File: config.mk
export PLATFORM = sky130hd
export DESIGN_NAME = stage3_execute_flat
export DESIGN_NICKNAME = d
export VERILOG_FILES = /design/src/rtl/pipe_pkg.sv /design/src/rtl/stage3_execute_if.sv /design/src/rtl/alu_core.sv /design/src/rtl/stage3_execute.sv /design/src/flat_wrapper.sv
export SDC_FILE = /design/constraint.sdc
export NUM_CORES = 1
export LEC_CHECK = 0
export ABC_AREA = 1
export ABC_CLOCK_PERIOD_IN_PS = 3900
export CAP_MARGIN = 10
export CORE_UTILIZATION = 55
export DETAILED_ROUTE_END_ITERATION = 10
export GPL_TIMING_DRIVEN = 0
export PLACE_DENSITY_LB_ADDON = 0.05
export SYNTH_ARGS = -nofsm -noshare
export SYNTH_HDL_FRONTEND = slang
export SYNTH_SLANG_ARGS = --single-unit
File: constraint.sdc
create_clock -name Clk -period 3.9 [get_ports Clk]
set_input_delay 0.78 -clock Clk [delete_from_list [all_inputs] [get_ports Clk]]
set_output_delay 0.78 -clock Clk [all_outputs]
set_load 0.01 [all_outputs]
File: src/rtl/pipe_pkg.sv
// ---------------------------------------------------------------------------
// pipe_pkg
// Shared definitions for the pipeline stages: ALU opcode encodings, field
// widths and the data-source select encoding used by the operand-B mux.
// Optional feature macro used by importers: ALU_OVF_EN (signed overflow flag).
// ---------------------------------------------------------------------------
package pipe_pkg;

  localparam int IMM_W    = 16;
  localparam int REGSEL_W = 5;

  localparam logic DS_REG = 1'b0;
  localparam logic DS_IMM = 1'b1;

  localparam logic [2:0] ALU_MOV = 3'b000;
  localparam logic [2:0] ALU_NOT = 3'b001;
  localparam logic [2:0] ALU_ADD = 3'b010;
  localparam logic [2:0] ALU_SUB = 3'b011;
  localparam logic [2:0] ALU_OR  = 3'b100;
  localparam logic [2:0] ALU_AND = 3'b101;
  localparam logic [2:0] ALU_XOR = 3'b110;
  localparam logic [2:0] ALU_SLT = 3'b111;

endpackage

File: src/rtl/stage3_execute_if.sv
// ---------------------------------------------------------------------------
// stage3_execute_if
// Bundles the Stage2 -> Stage3 operand/control signals and the Stage3
// register-file write port outputs.
//   master : Stage2 side, drives WriteEnable and S2_*, observes S3_*.
//   slave  : Stage3 execute, consumes S2_*, drives S3_* and RetireCount.
// Optional feature macro: ALU_OVF_EN adds S3_Ovf.
// ---------------------------------------------------------------------------
interface stage3_execute_if #(
  parameter int N     = 32,
  parameter int CNT_W = 32
);
  import pipe_pkg::*;

  logic                WriteEnable;
  logic [N-1:0]        S2_RD1;
  logic [N-1:0]        S2_RD2;
  logic [IMM_W-1:0]    S2_IMM;
  logic                S2_DS;
  logic [2:0]          S2_ALUOp;
  logic [REGSEL_W-1:0] S2_WS;
  logic                S2_WE;

  logic [N-1:0]        S3_ALUOut;
  logic [REGSEL_W-1:0] S3_WS;
  logic                S3_WE;
  logic                S3_Zero;
  logic [CNT_W-1:0]    RetireCount;
`ifdef ALU_OVF_EN
  logic                S3_Ovf;
`endif

  modport master (
    output WriteEnable, S2_RD1, S2_RD2, S2_IMM, S2_DS, S2_ALUOp, S2_WS, S2_WE,
    input  S3_ALUOut, S3_WS, S3_WE, S3_Zero, RetireCount
`ifdef ALU_OVF_EN
    , input S3_Ovf
`endif
  );

  modport slave (
    input  WriteEnable, S2_RD1, S2_RD2, S2_IMM, S2_DS, S2_ALUOp, S2_WS, S2_WE,
    output S3_ALUOut, S3_WS, S3_WE, S3_Zero, RetireCount
`ifdef ALU_OVF_EN
    , output S3_Ovf
`endif
  );

endinterface

File: src/rtl/alu_core.sv
// ---------------------------------------------------------------------------
// alu_core
// Purely combinational N-bit ALU.
// Ports:
//   A, B    : operands (two's complement where signedness matters)
//   ALUOp   : operation code (pipe_pkg ALU_* encodings)
//   Result  : operation result, N bits, arithmetic wraps modulo 2^N
//   Zero    : 1 when Result is all zeros
//   Ovf     : signed overflow for ADD/SUB, only present with ALU_OVF_EN
// Optional feature macro: ALU_OVF_EN.
// ---------------------------------------------------------------------------
module alu_core
  import pipe_pkg::*;
#(
  parameter int N = 32
) (
  input  logic [N-1:0] A,
  input  logic [N-1:0] B,
  input  logic [2:0]   ALUOp,
  output logic [N-1:0] Result,
  output logic         Zero
`ifdef ALU_OVF_EN
  , output logic       Ovf
`endif
);

  logic [N-1:0] sum;
  logic [N-1:0] diff;
  logic         less;

  assign sum  = A + B;
  assign diff = A - B;
  assign less = $signed(A) < $signed(B);

  always_comb begin
    Result = '0;
    unique case (ALUOp)
      ALU_MOV: Result = A;
      ALU_NOT: Result = ~A;
      ALU_ADD: Result = sum;
      ALU_SUB: Result = diff;
      ALU_OR:  Result = A | B;
      ALU_AND: Result = A & B;
      ALU_XOR: Result = A ^ B;
      ALU_SLT: Result = {{(N-1){1'b0}}, less};
      default: Result = '0;
    endcase
  end

  assign Zero = (Result == '0);

`ifdef ALU_OVF_EN
  // Overflow only when the true signed result leaves the N-bit range, which
  // shows up as the result sign disagreeing with the operand signs.
  always_comb begin
    Ovf = 1'b0;
    if (ALUOp == ALU_ADD)
      Ovf = (A[N-1] == B[N-1]) && (sum[N-1] != A[N-1]);
    else if (ALUOp == ALU_SUB)
      Ovf = (A[N-1] != B[N-1]) && (diff[N-1] != A[N-1]);
  end
`endif

endmodule

File: src/rtl/stage3_execute.sv
// ---------------------------------------------------------------------------
// stage3_execute
// Execute/writeback stage: selects operand B, runs the ALU and registers the
// result into the Stage3 register that drives the register-file write port.
// Also keeps a wrapping count of register writes loaded into Stage3.
// Ports:
//   Clk   : pipeline clock, all state updates on posedge
//   Reset : synchronous active-high clear, wins over WriteEnable
//   bus   : stage3_execute_if.slave (WriteEnable, S2_* in; S3_*, RetireCount out)
// Optional feature macro: ALU_OVF_EN (registered S3_Ovf flag).
// ---------------------------------------------------------------------------
module stage3_execute
  import pipe_pkg::*;
#(
  parameter int N     = 32,
  parameter int CNT_W = 32
) (
  input  logic              Clk,
  input  logic              Reset,
  stage3_execute_if.slave   bus
);

  logic [N-1:0]        op_b;
  logic [N-1:0]        alu_result;
  logic                alu_zero;

  logic [N-1:0]        alu_out_q, alu_out_d;
  logic [REGSEL_W-1:0] ws_q, ws_d;
  logic                we_q, we_d;
  logic                zero_q, zero_d;
  logic [CNT_W-1:0]    retire_cnt_q, retire_cnt_d;

  // I-format instructions use the sign-extended immediate as operand B.
  assign op_b = (bus.S2_DS == DS_IMM) ?
                {{(N-IMM_W){bus.S2_IMM[IMM_W-1]}}, bus.S2_IMM} : bus.S2_RD2;

`ifdef ALU_OVF_EN
  logic alu_ovf;
  logic ovf_q, ovf_d;

  alu_core #(.N(N)) u_alu (
    .A      (bus.S2_RD1),
    .B      (op_b),
    .ALUOp  (bus.S2_ALUOp),
    .Result (alu_result),
    .Zero   (alu_zero),
    .Ovf    (alu_ovf)
  );
`else
  alu_core #(.N(N)) u_alu (
    .A      (bus.S2_RD1),
    .B      (op_b),
    .ALUOp  (bus.S2_ALUOp),
    .Result (alu_result),
    .Zero   (alu_zero)
  );
`endif

  // A stall holds everything, including S3_WE, so the register file simply
  // rewrites the same value until the stage advances.
  always_comb begin
    alu_out_d    = alu_out_q;
    ws_d         = ws_q;
    we_d         = we_q;
    zero_d       = zero_q;
    retire_cnt_d = retire_cnt_q;
    if (bus.WriteEnable) begin
      alu_out_d = alu_result;
      ws_d      = bus.S2_WS;
      we_d      = bus.S2_WE;
      zero_d    = alu_zero;
      if (bus.S2_WE)
        retire_cnt_d = retire_cnt_q + CNT_W'(1);
    end
  end

  always_ff @(posedge Clk) begin
    if (Reset) begin
      alu_out_q    <= '0;
      ws_q         <= '0;
      we_q         <= 1'b0;
      zero_q       <= 1'b0;
      retire_cnt_q <= '0;
    end else begin
      alu_out_q    <= alu_out_d;
      ws_q         <= ws_d;
      we_q         <= we_d;
      zero_q       <= zero_d;
      retire_cnt_q <= retire_cnt_d;
    end
  end

`ifdef ALU_OVF_EN
  always_comb begin
    ovf_d = ovf_q;
    if (bus.WriteEnable)
      ovf_d = alu_ovf;
  end

  always_ff @(posedge Clk) begin
    if (Reset) ovf_q <= 1'b0;
    else       ovf_q <= ovf_d;
  end

  assign bus.S3_Ovf = ovf_q;
`endif

  assign bus.S3_ALUOut   = alu_out_q;
  assign bus.S3_WS       = ws_q;
  assign bus.S3_WE       = we_q;
  assign bus.S3_Zero     = zero_q;
  assign bus.RetireCount = retire_cnt_q;

endmodule

File: src/flat_wrapper.sv
// flat-port wrapper written by rule: the top's interface ports become plain ports
module stage3_execute_flat import pipe_pkg::*;
#(
  parameter int N     = 32,
  parameter int CNT_W = 32
)
  (Clk, Reset, bus_WriteEnable, bus_S2_RD1, bus_S2_RD2, bus_S2_IMM, bus_S2_DS, bus_S2_ALUOp, bus_S2_WS, bus_S2_WE, bus_S3_ALUOut, bus_S3_WS, bus_S3_WE, bus_S3_Zero, bus_RetireCount);
  stage3_execute_if #(.N(N), .CNT_W(CNT_W)) bus_i ();
  input  logic Clk;
  input  logic Reset;
  input wire logic [$bits(bus_i.WriteEnable)-1:0] bus_WriteEnable;
  input wire logic [$bits(bus_i.S2_RD1)-1:0] bus_S2_RD1;
  input wire logic [$bits(bus_i.S2_RD2)-1:0] bus_S2_RD2;
  input wire logic [$bits(bus_i.S2_IMM)-1:0] bus_S2_IMM;
  input wire logic [$bits(bus_i.S2_DS)-1:0] bus_S2_DS;
  input wire logic [$bits(bus_i.S2_ALUOp)-1:0] bus_S2_ALUOp;
  input wire logic [$bits(bus_i.S2_WS)-1:0] bus_S2_WS;
  input wire logic [$bits(bus_i.S2_WE)-1:0] bus_S2_WE;
  output wire logic [$bits(bus_i.S3_ALUOut)-1:0] bus_S3_ALUOut;
  output wire logic [$bits(bus_i.S3_WS)-1:0] bus_S3_WS;
  output wire logic [$bits(bus_i.S3_WE)-1:0] bus_S3_WE;
  output wire logic [$bits(bus_i.S3_Zero)-1:0] bus_S3_Zero;
  output wire logic [$bits(bus_i.RetireCount)-1:0] bus_RetireCount;
  assign bus_i.WriteEnable = bus_WriteEnable;
  assign bus_i.S2_RD1 = bus_S2_RD1;
  assign bus_i.S2_RD2 = bus_S2_RD2;
  assign bus_i.S2_IMM = bus_S2_IMM;
  assign bus_i.S2_DS = bus_S2_DS;
  assign bus_i.S2_ALUOp = bus_S2_ALUOp;
  assign bus_i.S2_WS = bus_S2_WS;
  assign bus_i.S2_WE = bus_S2_WE;
  assign bus_S3_ALUOut = bus_i.S3_ALUOut;
  assign bus_S3_WS = bus_i.S3_WS;
  assign bus_S3_WE = bus_i.S3_WE;
  assign bus_S3_Zero = bus_i.S3_Zero;
  assign bus_RetireCount = bus_i.RetireCount;
  stage3_execute #(.N(N), .CNT_W(CNT_W)) u_core (.Clk(Clk), .Reset(Reset), .bus(bus_i));
endmodule
==> impl_metrics.csv <==
group,metric,value,unit
status,status,"completed",
final_layout,stdcell_count,2182,
clocking,cts_tree,"yes",
worst_setup_path,setup.worst_path.end_class,"flop",
final_layout,drive_gt1_share,9.658,%
clocking,cts_buffers,9,
final_layout,area_delta_synth_final,27.01,%
run,drv_cap,0,
worst_setup_path,startpoint_type,"input port",
drt,routed_wl,42.51,mm
worst_hold_path,hp-class,"flop to flop",
grt,grt_max_degree,14,
power_and_ir_drop,power.total,3.310,mW
final_layout,fin_util,72.18,%
worst_hold_path,hp-start,"u_core.bus.RetireCount[31]",
worst_setup_path,r2r_start,"u_core.bus.RetireCount[2]",
synthesis,ys_ff_latch,71,
placement,dp.cells,2174,
final_layout,layout_commonest_cell,"nand2_1",
floorplanning,core.rowCount,48,
timing,setup_violations,0,
final_layout,final_cell_mix,"464 x nand2_1, 287 x inv_1, 169 x nand3_1",
power_and_ir_drop,p_leak,6.023,nW
clocking,clockBufferDepth,2,
synthesis,synth_warnings,0,
timing,relSlewSlack,32.70,%
final_layout,multiInputGateArea,7543,um2
synthesis,synth_async_sr_flop_share,0,%
synthesis,ys_seq_area_share,14.31,%
drt,route.vias.total,13081,
timing,worst_pin_slew,1.010,ns
grt,grt_pass1_vias,12304,
timing,fin_tns_setup,0,ns
placement,dp_hpwl,32.67,mm
final_layout,final_area,12610,um2
placement,gp_congestion,1.067,
drt,wl_per_cell,19.48,um
grt,grt_remaining_overflow,0,
drt,drtIter0Drc,1579,
worst_setup_path,crit_required,4.17,ns
clocking,clk_pin_slew,0.06,ns
clocking,cts_max_level,3,
synthesis,synth_cell_type_count,40,
final_layout,nFillCells,1449,
synthesis,synth_area_per_cell,5.552,um2
synthesis,synth_area,9932,um2
timing,slew_violations,0,
floorplanning,die_h,136.4,um
grt,antenna_found_initial,0,
drt,first_pass_iters,6,
synthesis,synth_flop_cell,"dfxtp_1",
final_layout,nNetsFinal,2157,
placement,numPortBuffers,160,
final_layout,n_antenna_cell,0,
floorplanning,dieArea,18600,um2
timing,layout_min_cycle_time,3.852,ns
final_layout,regArea,1421,um2
floorplanning,io_pins,164,
drt,drc_errors,0,
worst_setup_path,path_class,"input port to flop",
floorplanning,die_w,136.4,um
worst_setup_path,crit_fanout,9,
clocking,clock-sinks,71,
clocking,clock_latency,0.34,ns
clocking,root_buffer,"clkbuf_16",
timing,fin_crit_sh,98.77,%
drt,viasPerCell,5.995,
timing,layout_setup_ws,0.04794,ns
worst_setup_path,arrival,4.12,ns
grt,grtUsageTotal,45.91,%
floorplanning,start_util,56.83,%
timing,hold_viol,0,
timing,whs,0.4783,ns
grt,grt_pass1_wl,64.76,mm
power_and_ir_drop,powerDensity,262.4,nW/um2
synthesis,synth-edff-count,0,
synthesis,syn_inst,1789,
synthesis,syn_nets,1994,
drt,ant_nets,0,
placement,dp_slack,-1.589,ns
power_and_ir_drop,vdd_drop_max,0.4016,mV
timing,fin_skew,0.004428,ns
worst_setup_path,critPathLaunch,"bus_S2_IMM[12]",
floorplanning,core_area,17480,um2
timing,fmax,259.6,MHz
placement,place_area,11820,um2
## cell usage after synthesis, types with 2 or more instances
| master | count | share of area, % |
|---|---|---|
| nand2_1 | 481 | 18 |
| inv_1 | 297 | 11 |
| nor2_1 | 188 | 7.1 |
| nand3_1 | 172 | 8.7 |
| a21oi_1 | 119 | 6.0 |
| ha_1 | 110 | 14 |
| o21ai_0 | 98 | 4.9 |
| dfxtp_1 | 71 | 14 |
| clkbuf_1 | 52 | 2.0 |
| nand4_1 | 28 | 1.8 |
| nor3_1 | 26 | 1.3 |
| o22ai_1 | 22 | 1.4 |
| or2_2 | 17 | 1.1 |
| a211oi_1 | 13 | 0.98 |
| buf_2 | 8 | 0.40 |
| o21bai_1 | 8 | 0.60 |
| a221oi_1 | 7 | 0.62 |
| nor2_2 | 7 | 0.44 |
| nor4_1 | 7 | 0.44 |
| o221ai_1 | 7 | 0.62 |
| buf_1 | 6 | 0.23 |
| nand3b_1 | 5 | 0.38 |
| nor2_4 | 5 | 0.57 |
| a31oi_1 | 4 | 0.25 |
| nand2_2 | 4 | 0.25 |
| o21a_1 | 4 | 0.30 |
| xor2_1 | 4 | 0.35 |
| a2111oi_0 | 2 | 0.18 |
| fa_1 | 2 | 0.40 |
| inv_2 | 2 | 0.076 |
| nand3_2 | 2 | 0.20 |
| nor3b_1 | 2 | 0.15 |
| xnor2_1 | 2 | 0.18 |
## state kept, by name (all words and copies together) (netlist names)
| register | flops |
|---|---|
| u_core.bus.S3_Zero | 1 |
| u_core.bus.S3_ALUOut | 32 |
| u_core.bus.RetireCount | 32 |
| u_core.bus.S3_WE | 1 |
| u_core.bus.S3_WS | 5 |
## logic make-up (layout without fill, tap and decap cells)
group / after synthesis / in the layout / synth area share (%)
DFF: 71 / 71 / 14.31
xor gates and xnor gates: 6 / 6 / 0.5291
adders and majority gates: 112 / 112 / 14.26
and+or+nand+nor: 946 / 946 / 40.78
AOI/OAI and AO/OA: 287 / 287 / 16.11
buffers and inverters: 367 / 535 / 14.01
## where the power goes
group	internal (mW)	switching, mW
Sequential	0.760	0.0212
Clock	0.515	0.335
Combinational	0.582	1.10
## per-layer routing
metal	part of all wire, %	vias to the layer above	GRT usage [%]
met3	13	175	12.86
met5	0	-	0
met2	44	968	71.94
met4	5.0	0	23.70
met1	38	5871	56.96
li1	-	6067	-
## worst paths after layout
check,endpoint,slack (ns),cells after the start
hold / removal,u_core.bus.RetireCount[31],0.48,2
hold reg to reg,u_core.bus.RetireCount[31],0.48,2
setup / recovery,u_core.bus.S3_Zero,0.05,19
setup reg to reg,u_core.bus.RetireCount[29],1.13,14
## worst max-delay path: stages
cell and delay, ns:
clkdlybuf4s50_1 0.39, or2_2 0.28, o21ai_1 0.28, ha_2 0.47, nor2_2 0.19, nand2_1 0.17
nor2_1 0.12, nand2_1 0.12, nand2_2 0.15, nand2_1 0.14, nand2_1 0.10, nand2_1 0.05
nand3_1 0.07, nand4_1 0.19, nor2_1 0.18, nand2_1 0.07, nor2_1 0.11, nand3_1 0.12
a21oi_2 0.13
## repair_timing
item                       4_1_cts  5_1_grt
hold buffers                     0        0
buffers inserted                 0       11
gates resized for setup         69      110
setup endpoints to repair       27        6
pin swaps                        0       17
## cell type report
class / count / share of cell area (%)
sequential: 71 / 11.27
clock inverter: 6 / 0.5356
tap: 225 / 2.232
inverter: 300 / 8.986
clock buffer: 10 / 1.894
timing repair buffer: 171 / 13.35
buffer: 48 / 1.934
multi-input combinational: 1351 / 59.80
No activity file was read; power rests on OpenSTA's default activity.
